$ cat config.mk
export PLATFORM = sky130hd
export DESIGN_NAME = tdm_demux4
export DESIGN_NICKNAME = d
export VERILOG_FILES = /design/src/rtl/tdm_pkg.sv /design/src/rtl/tdm_slot_counter.sv /design/src/rtl/tdm_demux4.sv
export SDC_FILE = /design/constraint.sdc
export NUM_CORES = 1
export LEC_CHECK = 0
export ABC_AREA = 1
export CAP_MARGIN = 5
export CORE_MARGIN = 2
export CORE_UTILIZATION = 25
export DETAILED_ROUTE_END_ITERATION = 8
export MAX_ROUTING_LAYER = met4
export SLEW_MARGIN = 20
export SYNTH_ARGS = -nofsm -noshare
export SYNTH_HDL_FRONTEND = slang
export SYNTH_SLANG_ARGS = --single-unit
$ cat constraint.sdc
create_clock -name clk -period 2.25 [get_ports clk]
set_input_delay 0.45 -clock clk [delete_from_list [all_inputs] [get_ports clk]]
set_output_delay 0.45 -clock clk [all_outputs]
set_load 0.02 [all_outputs]
$ cat src/rtl/tdm_pkg.sv
// Shared types and constants for the 1:4 TDM receive path.
// Latency: n/a (declarations only).
// Backpressure: n/a.
package tdm_pkg;

    localparam int NUM_SLOTS = 4;

    typedef logic [1:0] slot_t;

    typedef enum logic {
        IDLE = 1'b0,
        RUN  = 1'b1
    } tdm_state_e;

endpackage

$ cat src/rtl/tdm_slot_counter.sv
// Slot counter for the TDM demux: clear, load-to-1 on frame sync, wrapping increment.
// Latency: slot updates on the clock edge after clr/load1/inc; last is combinational from slot.
// Backpressure: none; the counter holds whenever no control input is asserted.
module tdm_slot_counter
    import tdm_pkg::*;
(
    input  logic  clk,
    input  logic  rst_n,
    input  logic  clr,
    input  logic  load1,
    input  logic  inc,
    output slot_t slot,
    output logic  last
);

    // Clear wins over a frame-sync load, which wins over a plain advance.
    always_ff @(posedge clk or negedge rst_n) begin
        if (!rst_n) begin
            slot <= '0;
        end else if (clr) begin
            slot <= '0;
        end else if (load1) begin
            slot <= slot_t'(1);
        end else if (inc) begin
            slot <= slot + slot_t'(1);
        end
    end

    assign last = (slot == slot_t'(NUM_SLOTS - 1));

endmodule

$ cat src/rtl/tdm_demux4.sv
// 1:4 TDM demux: scans an upstream 4:1 mux via select0/1 and reassembles 4-slot frames onto a..d.
// Latency: a..d and frame_valid register on the same edge that samples slot 3.
// Backpressure: none; en low freezes all state. Optional sync checking under TDM_SYNC_CHECK_EN.
module tdm_demux4
    import tdm_pkg::*;
(
    input  logic clk,
    input  logic rst_n,
    input  logic en,
    input  logic in_bit,
    input  logic frame_start,
    output logic select0,
    output logic select1,
    output logic a,
    output logic b,
    output logic c,
    output logic d,
    output logic frame_valid,
    output logic sync_err
);

    tdm_state_e state_q, state_d;
    logic [2:0] shadow_q, shadow_d;
    slot_t      slot;
    logic       last;
    logic       cnt_clr, cnt_load, cnt_inc;
    logic       out_load;
    logic       fv_d;
`ifdef TDM_SYNC_CHECK_EN
    logic       sync_err_d;
`endif

    tdm_slot_counter u_slot_counter (
        .clk   (clk),
        .rst_n (rst_n),
        .clr   (cnt_clr),
        .load1 (cnt_load),
        .inc   (cnt_inc),
        .slot  (slot),
        .last  (last)
    );

    // The counter already points at the slot the next enabled edge samples.
    assign select0 = slot[0];
    assign select1 = slot[1];

    // State and shadow registers.
    always_ff @(posedge clk or negedge rst_n) begin
        if (!rst_n) begin
            state_q  <= IDLE;
            shadow_q <= '0;
        end else begin
            state_q  <= state_d;
            shadow_q <= shadow_d;
        end
    end

    // Next-state decode: frame sync always restarts at slot 0, slot 3 publishes the frame.
    always_comb begin
        state_d    = state_q;
        shadow_d   = shadow_q;
        cnt_clr    = 1'b0;
        cnt_load   = 1'b0;
        cnt_inc    = 1'b0;
        out_load   = 1'b0;
        fv_d       = 1'b0;
`ifdef TDM_SYNC_CHECK_EN
        sync_err_d = 1'b0;
`endif
        if (en) begin
            if (frame_start) begin
                // Start or resync; any partial frame in the shadow is abandoned.
                shadow_d[0] = in_bit;
                cnt_load    = 1'b1;
                state_d     = RUN;
`ifdef TDM_SYNC_CHECK_EN
                if (state_q == RUN && slot != slot_t'(0)) begin
                    sync_err_d = 1'b1;
                end
`endif
            end else if (state_q == IDLE) begin
                cnt_clr = 1'b1;
            end else if (slot == slot_t'(0)) begin
`ifdef TDM_SYNC_CHECK_EN
                // Expected sync never arrived: drop the sample and hunt again.
                sync_err_d = 1'b1;
                state_d    = IDLE;
                cnt_clr    = 1'b1;
`else
                // Free-running: the frame boundary is implied by the counter.
                shadow_d[0] = in_bit;
                cnt_inc     = 1'b1;
`endif
            end else if (last) begin
                out_load = 1'b1;
                fv_d     = 1'b1;
                cnt_inc  = 1'b1;
            end else begin
                case (slot)
                    slot_t'(1): shadow_d[1] = in_bit;
                    slot_t'(2): shadow_d[2] = in_bit;
                    default:    shadow_d    = shadow_q;
                endcase
                cnt_inc = 1'b1;
            end
        end
    end

    // Channel outputs load all four slots at once and hold between frames.
    always_ff @(posedge clk or negedge rst_n) begin
        if (!rst_n) begin
            a <= 1'b0;
            b <= 1'b0;
            c <= 1'b0;
            d <= 1'b0;
        end else if (out_load) begin
            a <= shadow_q[0];
            b <= shadow_q[1];
            c <= shadow_q[2];
            d <= in_bit;
        end
    end

    // One-cycle frame strobe; drops on any edge that does not complete a frame.
    always_ff @(posedge clk or negedge rst_n) begin
        if (!rst_n) begin
            frame_valid <= 1'b0;
        end else begin
            frame_valid <= fv_d;
        end
    end

`ifdef TDM_SYNC_CHECK_EN
    // One-cycle sync violation strobe.
    always_ff @(posedge clk or negedge rst_n) begin
        if (!rst_n) begin
            sync_err <= 1'b0;
        end else begin
            sync_err <= sync_err_d;
        end
    end
`else
    assign sync_err = 1'b0;
`endif

endmodule

# Word level (Yosys, flattened, before mapping)
# Index checks and enable logic that the tools add are counted.
dict set report totals {
  regBits 11
  inputBits 5
  output_inout_bits 8
  wordCells 44
}
dict set report op_classes {
  addsub 1
  n_eq_ne 3
  mux 19
  n_bitwise 3
  n_reduce_logical 8
}
# operator count
set ops {}
lappend ops {{$mux 1} 16}
lappend ops {{$reduce_and 6->1} 2}
lappend ops {{$mux 2} 3}
lappend ops {{$eq 2x2->1 const B} 2}
lappend ops {{$reduce_bool 2->1} 2}
lappend ops {{$not 1->1} 3}
lappend ops {{$reduce_and 3->1} 1}
lappend ops {{$reduce_bool 3->1} 1}
lappend ops {{$add 2x1->2 const B} 1}
lappend ops {{$eq 2x1->1 const B} 1}
lappend ops {{$logic_not 2->1} 1}
lappend ops {{$reduce_and 2->1} 1}

# Logic depth before layout (Yosys ltp)
# Gate-level depths: netlist of the first run.
dict set report logic_depth {
  depth_word 6
  ltp_mapped 6
  ltp_nobuf 6
}

# By module
# Synthesis of the first run repeated with hierarchy kept, for this count alone.
dict set report hier_totals {
  hier_cells 73
  area_unflattened_um2 564.3
}
# module instances cells_each area_per_inst_um2 seq_area_each_um2
set by_module_without_submodules {}
lappend by_module_without_submodules {tdm_demux4 1 59 454.2 225.2}
lappend by_module_without_submodules {tdm_slot_counter 1 14 110.1 50.0}

# Least setup slack after synthesis of the first run
# No wires, ideal clock.
dict set report synth_path {
  kind {reg-to-reg}
  startpoint {register u_slot_counter.slot[0]}
  endpoint {register shadow_q[1]}
  setup_ns 0.121
  arrival_time_ns 1.188
  required_ns 2.129
  slack_ns 0.941
  stages_incl_launch_ff 6
  n_path_buf 0
  period_less_slack_ns 1.309
  cell_sequence {dfrtp_1 inv_1 ha_1 nand3_1 o21bai_1 nand2_1}
}
dict set report synth_via {
  elab_chain_len 3
  word_cells_on_any_way 6
  classes_between {2 x eq/ne; 2 x bitwise; 2 x reduce/logical}
}
# item line
set synth_rtl {}
lappend synth_rtl {{start, declared} tdm_slot_counter.sv:12} ;# output slot_t slot,
lappend synth_rtl {{start signal, assigned} tdm_slot_counter.sv:23} ;# slot <= slot_t'(1);
lappend synth_rtl {{start signal, assigned} tdm_slot_counter.sv:25} ;# slot <= slot + slot_t'(1);
lappend synth_rtl {{$eq 2x2->1 / $logic_not 2->1 (equally long branches)} {tdm_slot_counter.sv:29, tdm_demux4.sv:83}}
lappend synth_rtl {{$not 1->1 (no source line)} --}
lappend synth_rtl {{$reduce_and 6->1 (no source line) (*)} --}
lappend synth_rtl {{end signal, assigned} tdm_demux4.sv:54} ;# shadow_q <= shadow_d;
lappend synth_rtl {{end, declared} tdm_demux4.sv:23} ;# logic [2:0] shadow_q, shadow_d;
# Mark *: on every way between the ends. The rest lies on a longest branch, timed or not.
# A chain may end at the register's enable or synchronous reset.

# Final worst setup path of the first run
dict set report layout_path {
  startpoint {register u_slot_counter.slot[0]}
  endpoint {output select0}
}
# item line
set layout_rtl {}
lappend layout_rtl {{end, declared} tdm_demux4.sv:12} ;# output logic select0,
# No word-level cell between the ends.

==> results.yml, run 1 <==
route:
  drt-total-wl_um: 1057
  first_iter_violations: 2
  ant_nets: 0
  num_vias: 426
  viasPerCell: 4.096
  drc: 0
  first_pass_iters: 2
  wl_per_cell_um: 10.16
sta:
  period_share_pct: 78.34
  setup_slack_ns: 0.4873
  finClkSkew_ns: 0.01063
  slew_viol_final: 0
  fmax_mhz: 567.3
  hold_ws_ns: 0.4721
  rsz0062_at_grt: "false"
  setup_tns_ns: 0
  fin_crit_ns: 1.763
  setup_viol: 0
  hold_viol_final: 0
power_and_ir_drop:
  p_total_mw: 0.6724
  p_int_mw: 0.4432
  p_sw_mw: 0.2292
  vdd_drop_max_v: 0.0002795
  pwr_density_cell_nw_per_um2: 941.1
  clockPowerShare_pct: 19.6
  netSwitchingFraction_pct: 34.09
  pwr-share-comb_pct: 36.8
  power.leakage_nw: 0.3512
  p_seq_share_pct: 43.6
clock_tree:
  htreeDepth: 1
  cts_tree: "done"
  insertion_delay_ns: 0.26
  root_buffer: "clkbuf_4"
  holdBufCountCts: 0
  post_cts_resized: 0
  cts_buffers: 3
  post_cts_buffers: 0
  clkSinkCount: 11
  clk_pin_slew_worst_paths_ns: 0.08
  clockBufferDepth: 2
floorplan:
  coreArea_um2: 2170
  rows: 17
  initial_core_util_pct: 25.72
  fp.dieArea_um2: 2626
  die_h_um: 51.25
  num_io_pins: 13
  die_w_um: 51.25
critical_path:
  critPathSlowestCell: "clkdlybuf4s50_1"
  cp_data_required_time_ns: 1.80
  r2r-start: "u_slot_counter.slot[0]"
  crit_type: "register to output port"
  crit_chain: "clkdlybuf4s50_1"
  r2r-end: "shadow_q[2]"
  cp_max_fo: 4
  worstPathArrival_ns: 1.31
  worst-path-buf-inv: 1
  ff2ff_path_depth: 5
  cp-end-kind: "output port"
  r2r_setup_slack_ns: 0.90
  start_kind: "register"
  crit_family: "buffers and inverters"
  max_stage_delay_ns: 0.63
place:
  portBuffers: 11
  gp_congestion: 0.6610
  placed_area_um2: 688.2
  dp_hpwl_um: 871.5
  dp.cells: 100
  place_ws_ns: 0.6647
layout:
  stdcell_area_um2: 714.4
  final_common_cell: "nand2_1"
  diodes: 0
  nNetsFinal: 86
  fill_cells: 237
  synthToLayoutAreaGrowth_pct: 28.03
  fin_cells: 104
  mostFrequentLayoutCells: "nand2_1 (24), dfrtp_1 (11), clkdlybuf4s50_1 (11), inv_1 (6)"
  final_util_pct: 32.93
  drive_gt1_share_pct: 10.53
synthesis:
  ys_seq_area_share_pct: 49.33
  synthDistinctLibCells: 14
  ys_seq_elements: 11
  synth_compound_area_share_pct: 4.933
  syn_inst: 63
  ys_warn_count: 0
  synth-simple-area-share_pct: 28.70
  synth_area_per_cell_um2: 8.858
  muxShareOfSynthArea_pct: 0
  synth-xor-area-share_pct: 0
  syn_area_um2: 558.0
  yosys.area_share.adder_pct: 8.969
  synth_top_family_by_area: "simple AND/OR/NAND/NOR gates"
  syn_nets: 72
grt:
  grt_pass1_vias: 438
  track_usage_pct: 10.48
  grt_overflow_total: 0
  antenna_found_initial: 0
  grt_pass1_wl_um: 1945
  grt_max_degree: 12
worst_hold_path:
  min_path_type: "register to register"
  whs_path_depth: 2
  hold_end: "b"
  hp-start: "shadow_q[1]"
run_status:
  outcome: "finished clean"
job:
  cap_violations: 0
==> power groups by stage <==
stage | clock, mW | sequential (mW) | combinational (mW)
final | 0.132 | 0.293 | 0.248
after global routing | 0.152 | 0.303 | 0.276
after CTS | 0.135 | 0.295 | 0.252
after detailed placement | 0 | 0.298 | 0.250
after global placement | 0 | 0.299 | 0.246
after floorplan | 0 | 0.340 | 0.0910
==> sequential cells by signal (all words and copies together) (netlist names) <==
| name | count |
|---|---|
| a | 1 |
| u_slot_counter.slot | 2 |
| b | 1 |
| d | 1 |
| c | 1 |
| frame_valid | 1 |
| shadow_q | 3 |
| state_q | 1 |
==> routing by layer <==
metal | part of all wire (%) | GRT usage (%) | wire (µm) | vias to the layer above
met5 | 0 | - | 0 | -
met4 | 0.57 | 2.632 | 6 | 0
met3 | 6.4 | 4.094 | 68 | 2
met2 | 49 | 16.45 | 515 | 9
met1 | 44 | 12.68 | 467 | 196
li1 | - | - | - | 219
==> cells in the mapped netlist (all sizes together) <==
| cell type | n | area [µm²] |
|---|---|---|
| o21bai | 2 | 15.01 |
| conb | 1 | 3.750 |
| nand2 | 24 | 90.09 |
| inv | 7 | 26.27 |
| dfrtp | 11 | 275.3 |
| o21ai | 1 | 5.000 |
| nand3 | 6 | 40.04 |
| ha | 4 | 50.05 |
| a22oi | 1 | 7.510 |
| nor2 | 4 | 30.03 |
| buf | 2 | 15.01 |
==> cells by family after synthesis <==
logic type	Yosys count
AOI/OAI and AO/OA	4
adders and majority gates	4
buffers and inverters	9
and+or+nand+nor	34
DFF	11
other	1
==> layout make-up <==
type	instances	area, µm²	area share [%]
tap	28	35.03	4.904
inverter	7	26.28	3.678
sequential	11	275.3	38.53
timing repair buffer	11	110.1	15.41
clock buffer	4	26.28	3.678
multi-input combinational	43	241.5	33.80
==> worst max path at each step <==
stage	to	slack, ns	startpoint	cells after the start
after detailed placement	d	0.66	en	6
final	select0	0.49	u_slot_counter.slot[0]	1
after floorplan	shadow_q[1]	0.94	u_slot_counter.slot[0]	5
after CTS	select0	0.48	u_slot_counter.slot[0]	1
after global routing	select0	0.44	u_slot_counter.slot[0]	1
after global placement	b	0.72	en	6
No activity file was read; power rests on OpenSTA's default activity.
==> run 2, diff against run 1 <==
clock period = 1.45 ns   (was 2.25 ns; I/O delays follow)
==> results.yml, run 2 (synthesis gave the netlist of run 1 again) <==
sta:
  slew_viol_final: 0
  finClkSkew_ns: 0.01175
  setup_viol: 0
  fin_crit_ns: 1.332
  period_share_pct: 91.84
  fmax_mhz: 750.9
  rsz0062_at_grt: "false"
  setup_tns_ns: 0
  hold_viol_final: 0
layout:
  synthToLayoutAreaGrowth_pct: 27.80
  largest_register_ffs: 3
  drive_gt1_share_pct: 11.69
  mostFrequentLayoutCells: "nand2_1 (24), dfrtp_1 (11), dlygate4sd2_1 (7), inv_1 (6)"
  fill_cells: 241
  final_common_cell: "nand2_1"
  diodes: 0
  largest_register: "shadow_q"
  largest_registers: "shadow_q x3, u_slot_counter.slot x2"
  nNetsFinal: 87
critical_path:
  worst-path-buf-inv: 1
  crit_type: "register to register"
  cp_data_required_time_ns: 1.59
  crit_chain: "inv_1, ha_1, nand3_1, o21bai_1, nand2_1"
  start_kind: "register"
  worstPathArrival_ns: 1.47
  cp-end-kind: "register"
  cp_max_fo: 4
  crit_family: "flip-flops"
  critPathSlowestCell: "dfrtp_1"
  max_stage_delay_ns: 0.41
place:
  gp_congestion: 0.6612
  portBuffers: 11
  dp_hpwl_um: 871.5
route:
  first_pass_iters: 2
  ant_nets: 0
  wl_met2_um: 522
  num_vias: 434
  drc: 0
  top_layer: "met4"
  first_iter_violations: 2
  drt-total-wl_um: 1072
  viasPerCell: 4.133
  wl_per_cell_um: 10.21
  wl_met3_um: 70
  drt-met1-wl_um: 473
floorplan:
  die_h_um: 51.25
  rows: 17
  fp.dieArea_um2: 2626
  initial_core_util_pct: 25.72
  die_w_um: 51.25
  coreArea_um2: 2170
  num_io_pins: 13
clock_tree:
  htreeDepth: 1
  clkSinkCount: 11
  clockBufferDepth: 2
  clk_pin_slew_worst_paths_ns: 0.08
  cts_tree: "done"
  cts_buffers: 3
  insertion_delay_ns: 0.26
  root_buffer: "clkbuf_4"
power_and_ir_drop:
  vdd_drop_max_v: 0.0003983
  p_total_mw: 1.001
  pwr_density_cell_nw_per_um2: 1404
  power.leakage_nw: 0.3730
grt:
  grt_max_degree: 12
  grt_pass1_vias: 444
  grt_overflow_total: 0
  track_usage_pct: 10.54
  grt_pass1_wl_um: 1959
  antenna_found_initial: 0
job:
  cap_violations: 0
worst_hold_path:
  min_path_type: "input pin to asynchronous set/reset pin"
run_status:
  outcome: "finished clean"
-- run 2: cell count changes in the layout (fill, tap and decap cells not counted), sizes merged --
cell           delta
buf               +1
dlygate4sd2       +7
clkdlybuf4s50     -7
-- run 2: report_power, final --
group	total, mW	internal (mW)	leakage [nW]	switching, mW
registers	0.452	0.400	0.131	0.0515
clock network	0.204	0.106	0.0150	0.0980
logic	0.345	0.141	0.227	0.204
total	1.00	0.648	0.373	0.353
-- run 2: final cells by class --
type	count	area [µm²]	share of cell area, %
inverters	7	26.28	3.684
multi-input cells	43	241.5	33.86
well taps	28	35.03	4.912
flip-flops and latches	11	275.3	38.60
repair buffers	12	108.9	15.26
clock buffers	4	26.28	3.684
-- run 2: per-stage QoR --
stage                     util (%)  cells  worst slack [ns]  hold slack (ns)  instance area (µm²)
after floorplan                  -     63            0.1411        -0.005591                558.0
after global placement       31.72    100           0.08165           0.4577                688.2
after detailed placement     31.72    100           0.02467           0.4596                688.2
after CTS                    32.53    104            0.1029           0.3716                705.7
after global routing         32.87    105           0.01057           0.3891                713.2
final                        32.87    105            0.1183           0.3506                713.2
-- run 2: layer usage --
metal,track usage (%),vias to the layer above
li1,-,221
met1,12.86,202
met2,16.45,9
met3,4.094,2
met4,2.632,0
met5,-,-
-- run 2: worst paths after layout --
path | from | end | slack [ns] | depth (start not counted)
max | u_slot_counter.slot[0] | shadow_q[2] | 0.12 | 5
min | rst_n | state_q | 0.35 | 1
max reg2reg | u_slot_counter.slot[0] | shadow_q[2] | 0.12 | 5
min reg2reg | shadow_q[1] | b | 0.47 | 2
max in group asynchronous | rst_n | d | 0.76 | 1
min in group clk | shadow_q[1] | b | 0.47 | 2
-- run 2: timing repair --
action                                  4_1_cts  5_1_grt
resized for setup                             7        0
endpoints found under the setup margin        7        1
setup buffers                                 0        1
hold buffers                                  0        0
pin swaps                                     0        0
-- run 2: worst reg2reg max path: cells and delay by family, from the launching register on --
kind / cells / cell delay (ns)
flops: 1 / 0.41
fa+ha+maj: 1 / 0.31
simple gates: 2 / 0.22
compound gates: 1 / 0.17
buf+inv: 1 / 0.11
==> run 3, diff against run 2 <==
CORE_MARGIN = 1.5   (was 2)
==> results.yml, run 3 (synthesis gave the netlist of run 1 again) <==
run_status:
  outcome: "finished clean"
place:
  dp_hpwl_um: 838.6
  place_ws_ns: 0.03323
  portBuffers: 11
  gp_congestion: 0.7507
route:
  wl_met2_um: 470
  wl_per_cell_um: 10.31
  top_layer: "met4"
  drt-met1-wl_um: 509
  first_iter_violations: 3
  viasPerCell: 4.039
  drc: 0
  first_pass_iters: 4
  ant_nets: 0
  drt-total-wl_um: 1062
  wl_met3_um: 61
  num_vias: 416
floorplan:
  die_h_um: 50.25
  num_io_pins: 13
  fp.dieArea_um2: 2525
  coreArea_um2: 2022
  die_w_um: 50.25
  rows: 16
  initial_core_util_pct: 27.60
sta:
  setup_tns_ns: 0
  hold_ws_ns: 0.3407
  slew_viol_final: 0
  fin_crit_ns: 1.316
  fmax_mhz: 759.8
  setup_slack_ns: 0.1339
  setup_viol: 0
  hold_viol_final: 0
  period_share_pct: 90.76
  rsz0062_at_grt: "false"
  finClkSkew_ns: 0.009978
layout:
  largest_register_ffs: 3
  largest_register: "shadow_q"
  diodes: 0
  mostFrequentLayoutCells: "nand2_1 (24), dfrtp_1 (11), dlygate4sd2_1 (7), inv_1 (6)"
  fill_cells: 213
  final_common_cell: "nand2_1"
  drive_gt1_share_pct: 11.84
  largest_registers: "shadow_q x3, u_slot_counter.slot x2"
  synthToLayoutAreaGrowth_pct: 27.13
  final_util_pct: 35.09
  nNetsFinal: 86
clock_tree:
  clkSinkCount: 11
  htreeDepth: 1
  clockBufferDepth: 2
  clk_pin_slew_worst_paths_ns: 0.08
  cts_tree: "done"
  post_cts_buffers: 0
  root_buffer: "clkbuf_4"
  insertion_delay_ns: 0.27
  cts_buffers: 3
power_and_ir_drop:
  p_int_mw: 0.6460
  p_total_mw: 1.013
  vdd_drop_max_v: 0.0004430
  netSwitchingFraction_pct: 36.21
  pwr_density_cell_nw_per_um2: 1428
  p_seq_share_pct: 44.7
  pwr-share-comb_pct: 33.9
  power.leakage_nw: 0.3696
  p_sw_mw: 0.3667
  clockPowerShare_pct: 21.4
critical_path:
  cp_data_required_time_ns: 1.16
  r2r-start: "u_slot_counter.slot[0]"
  cp_max_fo: 4
  ff2ff_path_depth: 5
  r2r-end: "shadow_q[2]"
  worst-path-buf-inv: 1
  cp-end-kind: "output port"
  startpoint: "u_slot_counter.slot[1]"
  r2r_setup_slack_ns: 0.19
  max_stage_delay_ns: 0.41
  start_kind: "register"
  crit_chain: "dlygate4sd2_1"
  crit_family: "flip-flops"
  critPathSlowestCell: "dfrtp_1"
  worstPathArrival_ns: 1.03
  crit_type: "register to output port"
grt:
  grt_pass1_wl_um: 1863
  grt_pass1_vias: 435
  track_usage_pct: 10.60
  grt_overflow_total: 0
  antenna_found_initial: 0
  grt_max_degree: 12
worst_hold_path:
  min_path_type: "input pin to asynchronous set/reset pin"
job:
  cap_violations: 0
==> run 3: area by class of cell <==
| type | count | area, µm² | area share, % |
|---|---|---|---|
| repair buffers | 11 | 101.3 | 14.29 |
| multi-input cells | 43 | 246.5 | 34.74 |
| flip-flops and latches | 11 | 275.3 | 38.80 |
| inverters | 7 | 26.28 | 3.704 |
| clock buffers | 4 | 26.28 | 3.704 |
| well taps | 27 | 33.78 | 4.762 |
==> run 3: timing repair <==
item / CTS / global route
endpoints found under the setup margin: 7 / 1
hold buffers: 0 / 0
resized for setup: 7 / 1
gates cloned: 0 / 0
==> run 3: worst max path at each step <==
stage                        endpoint  slack [ns]  cells after the start
after detailed placement            d        0.03                      6
after CTS                     select1        0.13                      1
final                         select1        0.13                      1
after global routing      shadow_q[1]        0.07                      5
after global placement              b        0.08                      6
after floorplan           shadow_q[1]        0.14                      5
==> run 3: routing by layer <==
| metal | GRT usage, % | vias to the layer above |
|---|---|---|
| met1 | 13.17 | 183 |
| met5 | - | - |
| met3 | 3.571 | 4 |
| met2 | 15.13 | 12 |
| met4 | 5.556 | 0 |
| li1 | - | 217 |
==> run 3: through the flow <==
stage          area, µm²  cells
2_1_floorplan      558.0     63
3_3_place_gp       686.9     99
3_5_place_dp       686.9     99
4_1_cts            704.4    103
5_1_grt            709.4    103
6_report           709.4    103
==> run 3: power groups by stage <==
stage | combinational (mW) | clock, mW | sequential, mW
6_report | 0.343 | 0.217 | 0.453
5_1_grt | 0.386 | 0.243 | 0.466
4_1_cts | 0.347 | 0.227 | 0.454
3_5_place_dp | 0.389 | 0 | 0.463
3_3_place_gp | 0.381 | 0 | 0.463
2_1_floorplan | 0.141 | 0 | 0.528
